[src/rtl/inpass4_event_arbiter.sv]
// Four-lane rising-edge event counter with a round-robin arbiter feeding a
// single valid/ready output slot. Lanes are individually enabled by ConfigBits.
module inpass4_event_arbiter #(
    parameter int unsigned NoConfigBits = 4,
    parameter int unsigned CNT_W        = 3
) (
    input  logic                    UserCLK,
    input  logic                    resetn,
    input  logic [3:0]              I,
    input  logic [NoConfigBits-1:0] ConfigBits,
    output logic [3:0]              O,
    output logic                    out_valid,
    input  logic                    out_ready,
    output logic [1:0]              out_lane,
    output logic                    busy,
    output logic [3:0]              ovf
);

    localparam int unsigned NL     = 4;
    localparam int unsigned LANE_W = 2;
    localparam logic [CNT_W-1:0] PEND_MAX = '1;

    logic [NL-1:0]             in_q, in_d;
    logic [NL-1:0][CNT_W-1:0]  pend_q, pend_d;
    logic [NL-1:0]             ovf_q, ovf_d;
    logic                      out_valid_q, out_valid_d;
    logic [LANE_W-1:0]         out_lane_q, out_lane_d;
    logic [LANE_W-1:0]         last_grant_q, last_grant_d;

    logic [NL-1:0]     lane_en;
    logic [NL-1:0]     ev;
    logic [NL-1:0]     eligible;
    logic              slot_free;
    logic              grant_vld;
    logic [LANE_W-1:0] grant_lane;
    logic [LANE_W-1:0] idx;
    logic              do_grant;
    logic              dec;

    assign lane_en   = ConfigBits[NL-1:0];
    assign ev        = I & ~in_q & lane_en;
    assign slot_free = ~out_valid_q | out_ready;

    always_comb begin
        for (int unsigned k = 0; k < NL; k++) begin
            eligible[k] = lane_en[k] & (pend_q[k] != '0);
        end
    end

    // Round-robin search starting just after the last granted lane
    always_comb begin
        grant_vld  = 1'b0;
        grant_lane = last_grant_q;
        idx        = '0;
        for (int unsigned i = 1; i <= NL; i++) begin
            idx = last_grant_q + LANE_W'(i);
            if (!grant_vld && eligible[idx]) begin
                grant_vld  = 1'b1;
                grant_lane = idx;
            end
        end
    end

    assign do_grant = slot_free & grant_vld;

    always_comb begin
        in_d         = I;
        pend_d       = pend_q;
        ovf_d        = ovf_q;
        out_valid_d  = out_valid_q;
        out_lane_d   = out_lane_q;
        last_grant_d = last_grant_q;
        dec          = 1'b0;

        if (slot_free) begin
            out_valid_d = grant_vld;
        end
        if (do_grant) begin
            out_lane_d   = grant_lane;
            last_grant_d = grant_lane;
        end

        // Net counter update: a simultaneous increment and decrement cancel
        for (int unsigned k = 0; k < NL; k++) begin
            dec = do_grant && (grant_lane == LANE_W'(k));
            if (!lane_en[k]) begin
                pend_d[k] = '0;
            end else if (ev[k] && !dec) begin
                if (pend_q[k] == PEND_MAX) begin
                    ovf_d[k] = 1'b1;
                end else begin
                    pend_d[k] = pend_q[k] + CNT_W'(1);
                end
            end else if (!ev[k] && dec) begin
                pend_d[k] = pend_q[k] - CNT_W'(1);
            end
        end
    end

    always_ff @(posedge UserCLK) begin
        if (!resetn) begin
            in_q         <= '0;
            pend_q       <= '0;
            ovf_q        <= '0;
            out_valid_q  <= 1'b0;
            out_lane_q   <= '0;
            last_grant_q <= LANE_W'(NL - 1);
        end else begin
            in_q         <= in_d;
            pend_q       <= pend_d;
            ovf_q        <= ovf_d;
            out_valid_q  <= out_valid_d;
            out_lane_q   <= out_lane_d;
            last_grant_q <= last_grant_d;
        end
    end

    assign O         = in_q;
    assign out_valid = out_valid_q;
    assign out_lane  = out_lane_q;
    assign ovf       = ovf_q;
    assign busy      = out_valid_q | (|pend_q);

endmodule

[config.mk]
export PLATFORM = sky130hd
export DESIGN_NAME = inpass4_event_arbiter
export DESIGN_NICKNAME = d
export VERILOG_FILES = /design/src/rtl/inpass4_event_arbiter.sv
export SDC_FILE = /design/constraint.sdc
export NUM_CORES = 1
export LEC_CHECK = 0
export BUFFER_PORTS_ARGS = -buffer_cell sky130_fd_sc_hd__buf_4
export CAP_MARGIN = 30
export CORE_ASPECT_RATIO = 1.4
export CORE_UTILIZATION = 50
export CTS_CLUSTER_DIAMETER = 150
export DETAILED_ROUTE_END_ITERATION = 7
export PLACE_DENSITY_LB_ADDON = 0.25
export SETUP_SLACK_MARGIN = 0.5
export SLEW_MARGIN = 40
export SYNTH_ARGS = -nofsm -noshare
export SYNTH_HDL_FRONTEND = slang
export SYNTH_SLANG_ARGS = --single-unit
export TNS_END_PERCENT = 30
[constraint.sdc]
create_clock -name UserCLK -period 6.2 [get_ports UserCLK]
set_input_delay 0.31 -clock UserCLK [delete_from_list [all_inputs] [get_ports UserCLK]]
set_output_delay 0.31 -clock UserCLK [all_outputs]
set_load 0.01 [all_outputs]
==> results of run 1 <==
[critical path: stages (launching register included)]
cell,delay (ps)
dfxtp_1,400
o31ai_2,500
o22ai_1,210
o31a_1,330
a21boi_4,160
nand2b_1,170
fa_1,380
and3_1,160
mux2i_1,190
mux2i_1,190
[routing by layer]
layer / share of wire / vias up / wire length, um / GRT usage
met5: 0 / - / 0 / 0
met4: 0.0097 / 0 / 30 / 0.0551
met3: 0.026 / 5 / 81 / 0.0270
met2: 0.53 / 25 / 1620 / 0.373
met1: 0.44 / 628 / 1340 / 0.221
li1: - / 646 / - / -
[power by group through the flow]
stage / combinational, uW / sequential (uW) / clock [uW]
after floorplan: 81.7 / 191 / 0
after CTS: 115 / 188 / 99.4
after global placement: 111 / 190 / 0
after detailed placement: 114 / 191 / 0
final: 113 / 188 / 98.0
after global routing: 124 / 190 / 107
[metrics by stage]
stage,instance area (um2),std cells,power [uW]
4_1_cts,1750,220,402
6_report,1750,220,399
2_1_floorplan,1540,167,272
3_5_place_dp,1710,216,305
5_1_grt,1750,220,421
3_3_place_gp,1710,216,301
[area by class of cell]
class                      count  area share
sequential                    25       0.286
clock buffer                   4      0.0257
inverter                       1     0.00214
multi-input combinational    131       0.566
timing repair buffer          22      0.0942
tap                           37      0.0264
[flip-flops by register name (all words and copies together) (netlist names)]
name          cells
O                 4
last_grant_q      2
out_lane          2
out_valid         1
ovf               4
pend_q           12
[layout by cell type, fill, tap and decap left out, drive strengths merged, types with 2 or more instances in the layout]
master,instances
and3,7
mux2,3
and3b,3
nor2b,4
mux2i,17
a21boi,3
fa,4
o31a,4
nand2,11
nand2b,3
a31oi,2
nand3b,8
nor3,3
buf,22
dfxtp,25
o21a,2
o31ai,4
clkbuf,4
nor2,9
o21ai,4
and2,4
nand3,22
nor4,3
[worst paths after layout]
check / endpoint / from / depth (start not counted) / slack, ps
hold reg to reg: ovf[1]$_SDFFE_PN0P_ / ovf[1]$_SDFFE_PN0P_ / 1 / 490
hold / removal: O[1]$_SDFF_PN0_ / I[1] / 2 / 240
setup reg to reg: pend_q[5]$_SDFFE_PN0P_ / pend_q[3]$_SDFFE_PN0P_ / 9 / 3450
setup / recovery: pend_q[5]$_SDFFE_PN0P_ / pend_q[3]$_SDFFE_PN0P_ / 9 / 3450
[logic make-up (layout without fill, tap and decap cells)]
| logic type | Yosys count | after routing | share of synthesized area |
|---|---|---|---|
| AND/OR/NAND/NOR | 81 | 81 | 0.303 |
| AO/OA/AOI/OAI | 26 | 26 | 0.152 |
| flip-flops | 25 | 25 | 0.325 |
| multiplexers | 20 | 20 | 0.137 |
| buffers and inverters | 11 | 27 | 0.0301 |
| adder cells (fa/ha/maj) | 4 | 4 | 0.0520 |
[synthesized netlist by cell type, types with 2 or more instances]
master	instances	area share
dfxtp_1	25	0.33
nand3_1	21	0.068
mux2i_1	17	0.11
nand2_1	11	0.027
nor2_1	9	0.022
nand3b_1	8	0.039
and3_1	7	0.028
clkbuf_1	6	0.015
and2_1	4	0.016
buf_2	4	0.013
fa_1	4	0.052
nor2b_1	4	0.016
o31a_1	4	0.023
and3b_1	3	0.017
nand2b_1	3	0.012
nor3_1	3	0.0098
o21ai_0	3	0.0098
o31ai_2	3	0.024
a31oi_1	2	0.0081
mux2_4	2	0.020
nor4_1	2	0.0081
o21a_1	2	0.0098
==> run metrics, run 1 <==
status complete, no violations; ratio of cells with drive above 1 in the final layout 0.202; Async S/R FF share, synth 0; Fill cells 269; Min Clock Period, post-route roughly 2700 ps; synthesized flop and latch total 25; clock sinks 25; clock skew 4.30 ps; number of global-route vias before repair 1,186; Routed Antenna Nets 0; DRC 0; logic gate share of total power 0.284; sequential area share after synthesis 0.325; Max FO, Critical Path 7; crit path DAT 2960 ps; TritonRoute pass-1 iters 4; # Max-Cap Violations 0; I/O pin count 23; switching share of power 0.315; RSZ-0062 raised after global routing false; pin count of the biggest net entering global routing 38; worst skew pair latency 270 ps; FMAX 364 MHz; per-cell routed wire length 14.0 um; pwr dens 228 mW/mm2; post-DP HPWL 2.24 mm; CP startpoint kind flop; Clk pwr share 0.245; antenna violations before repair 0; Max clock buf depth 2; post-synth net total 182; vias per inst 5.93; pre-CTS setup slack roughly 3500 ps; first-pass GRT wire length 5.04 mm; Area growth syn-to-layout 13.9%; sequential cell area 500 um2; Final Wtd Congestion 0.757; worst setup margin 3450 ps; Post-Syn Area roughly 0.0015 mm2; fin crit share 0.443; NumNets Final 199; setup TNS 0 ps; Initial Util 0.529; Post-synth EDFFs 0; Inserted Diodes 0; die area between 0.003 and 0.004 mm2; vias post-DR 1,304; Netlist cell types 42; Post-Syn Area per Cell 9.22 um2; sw power roughly 130 uW; most used flip-flop cell after synthesis dfxtp_1; Worst Tran Pin Value 486 ps; Crit path required time 6410 ps; Core Region 0.00291 mm2; Ys Warns 0; critical path type flop to flop; Slew Viols, Final 0; Max IR drop VDD 0.166 mV; PortBufs 22; Clock Tree Root clkbuf_8; WHS 244 ps; register share of total power 0.471; TritonCTS clock tree built; area of the multi-input gates 992 um2; die extent in y 67.6 um; Row Count 23; Clock transition at path regs 90 ps; hold crit path type primary input to flop; post-CTS setup buffers 0; Cells after Synth 167; Post-CTS Resized 0; DRT Wirelength 3.08 mm; Setup-failing EPs final 0; total track usage 0.194; global route overflow 0; initial drt markers 45; Setup crit end kind flop; Finished Core Util 0.603; Pleak 0.000759 uW; clock buffer count from CTS 3; hold buffers post-CTS 0; Die Wd 48.9 um; slew margin rel. 0.674; final hold viol count 0; Internal 274 uW; H-Tree Depth 1
No activity file was read; power rests on OpenSTA's default activity.
==> run 2: changes to the inputs <==
- clock period: 6.2 -> 2.35 ns (I/O delays scaled with it)
==> run metrics, run 2 (same netlist as run 1, synthesis figures left out) <==
crit path DAT 2650 ps (-310 ps); initial drt markers 31 (-31%); final hold viol count 0 (unchanged); number of global-route vias before repair 1,398 (+18%); pin count of the biggest net entering global routing 38 (unchanged); post-DP HPWL 2.67 mm (+19%); Worst Tran Pin Value 526 ps (+40.3 ps); first-pass GRT wire length 6.04 mm (+20%); max reg flops 12 (unchanged); fin crit share 1.04 (+0.594); vias post-DR 1,436 (+10%); clock buffer count from CTS 3 (unchanged); critical path type flop to flop; Slew Viols, Final 0 (unchanged); NumNets Final 230 (+16%); Slowest-stage cell, CP o311a_1; Pleak 0.000933 uW (+23%); sw power 364 uW (+190%); status complete, but fails checks; largest register by flop count pend_q; DRC 0 (unchanged); Max clock buf depth 2 (unchanged); CP startpoint kind flop; Die Wd 48.9 um (unchanged); Max FO, Critical Path 3 (-4); Inserted Diodes 0 (unchanged); FMAX 410 MHz (+13%); Max IR drop VDD 0.421 mV (+150%); Clock transition at path regs 90 ps (about the same); Clk pwr share 0.224 (-0.021); # Max-Cap Violations 0 (unchanged); Row Count 23 (unchanged); switching share of power 0.313 (-0.00172); Area growth syn-to-layout 36.3%; Fill cells 217 (-19%); register share of total power 0.418 (-0.053); vias per inst 5.72 (-3.5%); crit path cell chain o311a_1, o31a_1, o31a_1, a21boi_4, nand2b_4, fa_2, and3_1, mux2i_1, mux2i_1; worst setup margin -88.3 ps (-3540 ps); Routed Antenna Nets 0 (unchanged); hold crit path type primary input to flop; Core Region 0.00291 mm2 (unchanged); total track usage 0.241 (+0.0473); commonest non-fill, non-tap cell in the layout buf_4; PortBufs 22 (unchanged); Initial Util 0.529 (unchanged); Final Wtd Congestion 0.806 (+6.5%); I/O pin count 23 (unchanged); clock skew 3.80 ps (-0.498 ps); worst skew pair latency 270 ps (about the same); pwr dens 554 mW/mm2 (+140%); Finished Layout Cells 251 (+14%); Clock Tree Root clkbuf_8; failing checks setup timing; commonest cells after routing, fill and taps aside buf_4, dfxtp_1, nand3_1; clock sinks 25 (unchanged); DRT Wirelength 3.64 mm (+18%); TritonRoute pass-1 iters 4 (unchanged); crit-path max cell delay 350 ps (-150 ps); global route overflow 0 (unchanged); TritonCTS clock tree built; die area 0.00331 mm2 (unchanged); ratio of cells with drive above 1 in the final layout 0.402 (+0.200); Min Clock Period, post-route 2440 ps (-310 ps); Finished Core Util 0.721 (+0.118); Crit path required time 2560 ps (-3850 ps); Setup crit end kind flop; logic gate share of total power 0.358 (+0.074); per-cell routed wire length 14.5 um (+3.7%); placed cells 242 (+12%); H-Tree Depth 1 (unchanged); die extent in y 67.6 um (unchanged); Setup-failing EPs final 2 (+2); Internal 798 uW (+190%); antenna violations before repair 0 (unchanged); setup TNS -118 ps (-118 ps); slew margin rel. 0.648 (-0.0262); RSZ-0062 raised after global routing true
## run 2: changes by cell type in the layout (fill, tap and decap cells not counted), sizes merged
cell,previous run,this run
buf,22,53
## run 2: power groups by stage
stage | clock network [uW] | registers, uW | logic [uW]
3_5_place_dp | 0 | 493 | 385
2_1_floorplan | 0 | 506 | 221
3_3_place_gp | 0 | 491 | 375
6_report | 260 | 486 | 416
4_1_cts | 270 | 484 | 403
5_1_grt | 289 | 490 | 451
## run 2: worst paths after layout
path / end / start / slack [ps] / depth (start not counted)
max: pend_q[5]$_SDFFE_PN0P_ / pend_q[3]$_SDFFE_PN0P_ / -90 / 9
min: O[2]$_SDFF_PN0_ / I[2] / 50 / 2
max reg2reg: pend_q[5]$_SDFFE_PN0P_ / pend_q[3]$_SDFFE_PN0P_ / -90 / 9
min reg2reg: ovf[1]$_SDFFE_PN0P_ / ovf[1]$_SDFFE_PN0P_ / 480 / 1
## run 2: repair_timing
item / CTS / global route
pin swaps: 5 / 1
hold buffers: 0 / 0
buffers inserted: 4 / 1
hold endpoints to repair: 0 / 0
gates resized for setup: 9 / 9
endpoints found under the setup margin: 15 / 16
## run 2: routing by layer
metal  share of wire  routed length (um)  vias to the layer above  track usage
met3           0.020                  72                        7       0.0270
li1                -                   -                      709            -
met1            0.41                1510                      700        0.243
met2            0.54                1980                       20        0.488
met4           0.022                  80                        0        0.114
met5               0                   0                        -            0
## run 2: layout make-up
class                      count  area [um2]  share of cell area
tap                           37        46.3              0.0221
multi-input combinational    131        1090               0.521
sequential                    25         504               0.240
clock buffer                   4        45.0              0.0215
inverter                       1        3.75             0.00179
timing repair buffer          53         405               0.193
## run 2: per-stage QoR
stage / hold WS (ps) / area [um2] / total power, uW / worst slack (ps)
after floorplan: 239 / 1570 / 727 / -87.3
after global placement: 330 / 1940 / 867 / -36.4
after global routing: 48.8 / 2100 / 1230 / -188
final: 50.4 / 2100 / 1160 / -88.3
after CTS: 44.8 / 2040 / 1160 / -71.2
after detailed placement: 332 / 1940 / 879 / -94.8
## run 2: worst max-delay path, delay by kind of cell, from the launching register on
family | cells | cell delay [ps]
simple gates | 2 | 290
compound gates | 4 | 1060
flops | 1 | 340
fa+ha+maj | 1 | 340
mux | 2 | 350
==> run 3: changes to the inputs <==
- ABC_AREA: unset -> 1
- CORE_MARGIN: unset -> 10
==> run metrics, run 3 <==
Max FO, Critical Path 5 (+2); failing checks setup timing; NumNets Final 311 (+35%); Initial Util 0.512 (-0.0174); placed cell area 0.00213 mm2 (+10%); leading cell types by count after synthesis nand2_1, inv_1, nor2_1; H-Tree Depth 1 (unchanged); post-route cell area 0.00249 mm2 (+19%); Cells after Synth 236 (+41%); post-synth net total 251 (+38%); Final Wtd Congestion 0.896 (+11%); Yosys top cell by area dfxtp_1; antenna violations before repair 0 (unchanged); Slew Viols, Final 0 (unchanged); Min Clock Period, post-route 2390 ps (-51.8 ps); initial drt markers 88 (+180%); most used flip-flop cell after synthesis dfxtp_1; TritonCTS clock tree built; number of global-route vias before repair 1,740 (+24%); # Max-Cap Violations 0 (unchanged); Clock transition at path regs 90 ps (about the same); total track usage 0.149 (-0.0921); clock skew 1.92 ps (-1.88 ps); Setup crit end kind flop; global route overflow 0 (unchanged); most common cell in the netlist nand2_1; status complete, but fails checks; Crit path required time 2560 ps (about the same); CP startpoint kind flop; largest register by flop count pend_q; RSZ-0062 raised after global routing true; Ys Warns 0 (unchanged); vias per inst 5.17 (-9.6%); Row Count 25 (+8.7%); first-pass GRT wire length 7.66 mm (+27%); clock buffer count from CTS 3 (unchanged); DRT Wirelength 4.80 mm (+32%); commonest non-fill, non-tap cell in the layout buf_4; hold buffers post-CTS 0 (unchanged); Async S/R FF share, synth 0 (unchanged); pin count of the biggest net entering global routing 15 (-61%); sequential area share after synthesis 0.295 (-0.0304); final hold viol count 0 (unchanged); Clock Tree Root clkbuf_8; ratio of cells with drive above 1 in the final layout 0.539 (+0.137); post-synth top area share 0.295 (-0.0304); per-cell routed wire length 14.3 um (-1.3%); post-DP HPWL 3.33 mm (+25%); clock sinks 25 (unchanged); DRC 0 (unchanged); PortBufs 22 (unchanged); slew margin rel. 0.679 (+0.0307); Core Region 0.00332 mm2 (+14%); Max clock buf depth 2 (unchanged); hold crit path type primary input to flop; worst setup margin -36.5 ps (+51.8 ps); Die Wd 69.3 um (+42%); TritonRoute pass-1 iters 4 (unchanged); critical path type flop to flop; Post-synth EDFFs 0 (unchanged); Area growth syn-to-layout 46.7%; die extent in y 89.0 um (+31%); fin crit share 1.02 (-0.0220); die area 0.00616 mm2 (+86%); vias post-DR 1,733 (+21%); Worst Tran Pin Value 480 ps (-45.8 ps); Finished Core Util 0.751 (+0.0298); Routed Antenna Nets 0 (unchanged); I/O pin count 23 (unchanged); max reg flops 12 (unchanged); worst skew pair latency 280 ps (about the same); crit path DAT 2600 ps (-50 ps); Post-Syn Area 0.00170 mm2 (+10%); synth top area cells dfxtp_1, nand2_1, nand3_2; Post-Syn Area per Cell 7.19 um2 (-22%); Netlist cell types 32 (-24%); Setup-failing EPs final 6 (+4); commonest cells after routing, fill and taps aside buf_4, nand2_1, nor2_1; FMAX 419 MHz (+2.2%); Inserted Diodes 0 (unchanged); synthesized flop and latch total 25 (unchanged)
==> run 3: cells by family after synthesis <==
logic type / after synthesis / synth area share
adders and majority gates: 4 / 0.0472
xor gates and xnor gates: 1 / 0.0162
and+or+nand+nor: 146 / 0.469
buffers and inverters: 38 / 0.0951
AOI/OAI and AO/OA: 22 / 0.0781
DFF: 25 / 0.295
==> run 3: path summary, 6_finish.rpt <==
path / slack (ps) / from / end / depth (start not counted)
setup / recovery: -40 / last_grant_q[0]$_SDFFE_PN1P_ / pend_q[1]$_SDFFE_PN0P_ / 15
hold / removal: 20 / I[0] / O[0]$_SDFF_PN0_ / 3
setup reg to reg: -40 / last_grant_q[0]$_SDFFE_PN1P_ / pend_q[1]$_SDFFE_PN0P_ / 15
hold reg to reg: 470 / out_lane[0]$_SDFFE_PN0P_ / out_lane[0]$_SDFFE_PN0P_ / 2
==> run 3: what timing repair did <==
item / 4_1_cts / 5_1_grt
endpoints found under the setup margin: 15 / 20
resized for setup: 21 / 38
pin swaps: 11 / 11
endpoints found under the hold margin: 0 / 0
setup buffers: 8 / 6
==> run 3: final cells by class <==
class,count,area [um2]
clock buffers,3,41.3
clock inverters,1,5.00
fillers,261,825
inverters,35,146
multi-input cells,173,1290
flip-flops and latches,25,513
well taps,40,50.0
repair buffers,58,447
==> run 3: critical path, stage by stage (launching register included) <==
cell and delay, ps:
dfxtp_2 350, buf_6 120, xor2_4 240, buf_6 140
nand2_1 60, nand2_2 90, nand3_4 110, inv_4 90
nand2_4 50, nand2_4 120, inv_6 60, a21oi_4 160
inv_2 50, fa_2 520, nand2_1 60, a21oi_2 100
==> run 3: routing by layer <==
layer | global-route usage | vias to the layer above | wire, um
li1 | - | 868 | -
met1 | 0.156 | 796 | 1850
met2 | 0.274 | 54 | 2540
met3 | 0.0333 | 15 | 270
met4 | 0.0752 | 0 | 136
met5 | 0 | - | 0
==> run 3: metrics by stage <==
step / worst slack [ps] / std cells / hold WS [ps] / TNS, ps
6_report: -36.5 / 335 / 22.2 / -150
5_1_grt: -152 / 335 / 26.0 / -937
4_1_cts: 41.6 / 329 / 18.8 / 0
3_5_place_dp: -64.2 / 317 / 310 / -112
2_1_floorplan: 143 / 236 / 211 / 0
3_3_place_gp: -3.97 / 317 / 302 / -3.97
Power of run 3 is not shown: default switching activity piles up to over one toggle a cycle in this logic, so the estimate is an artifact.
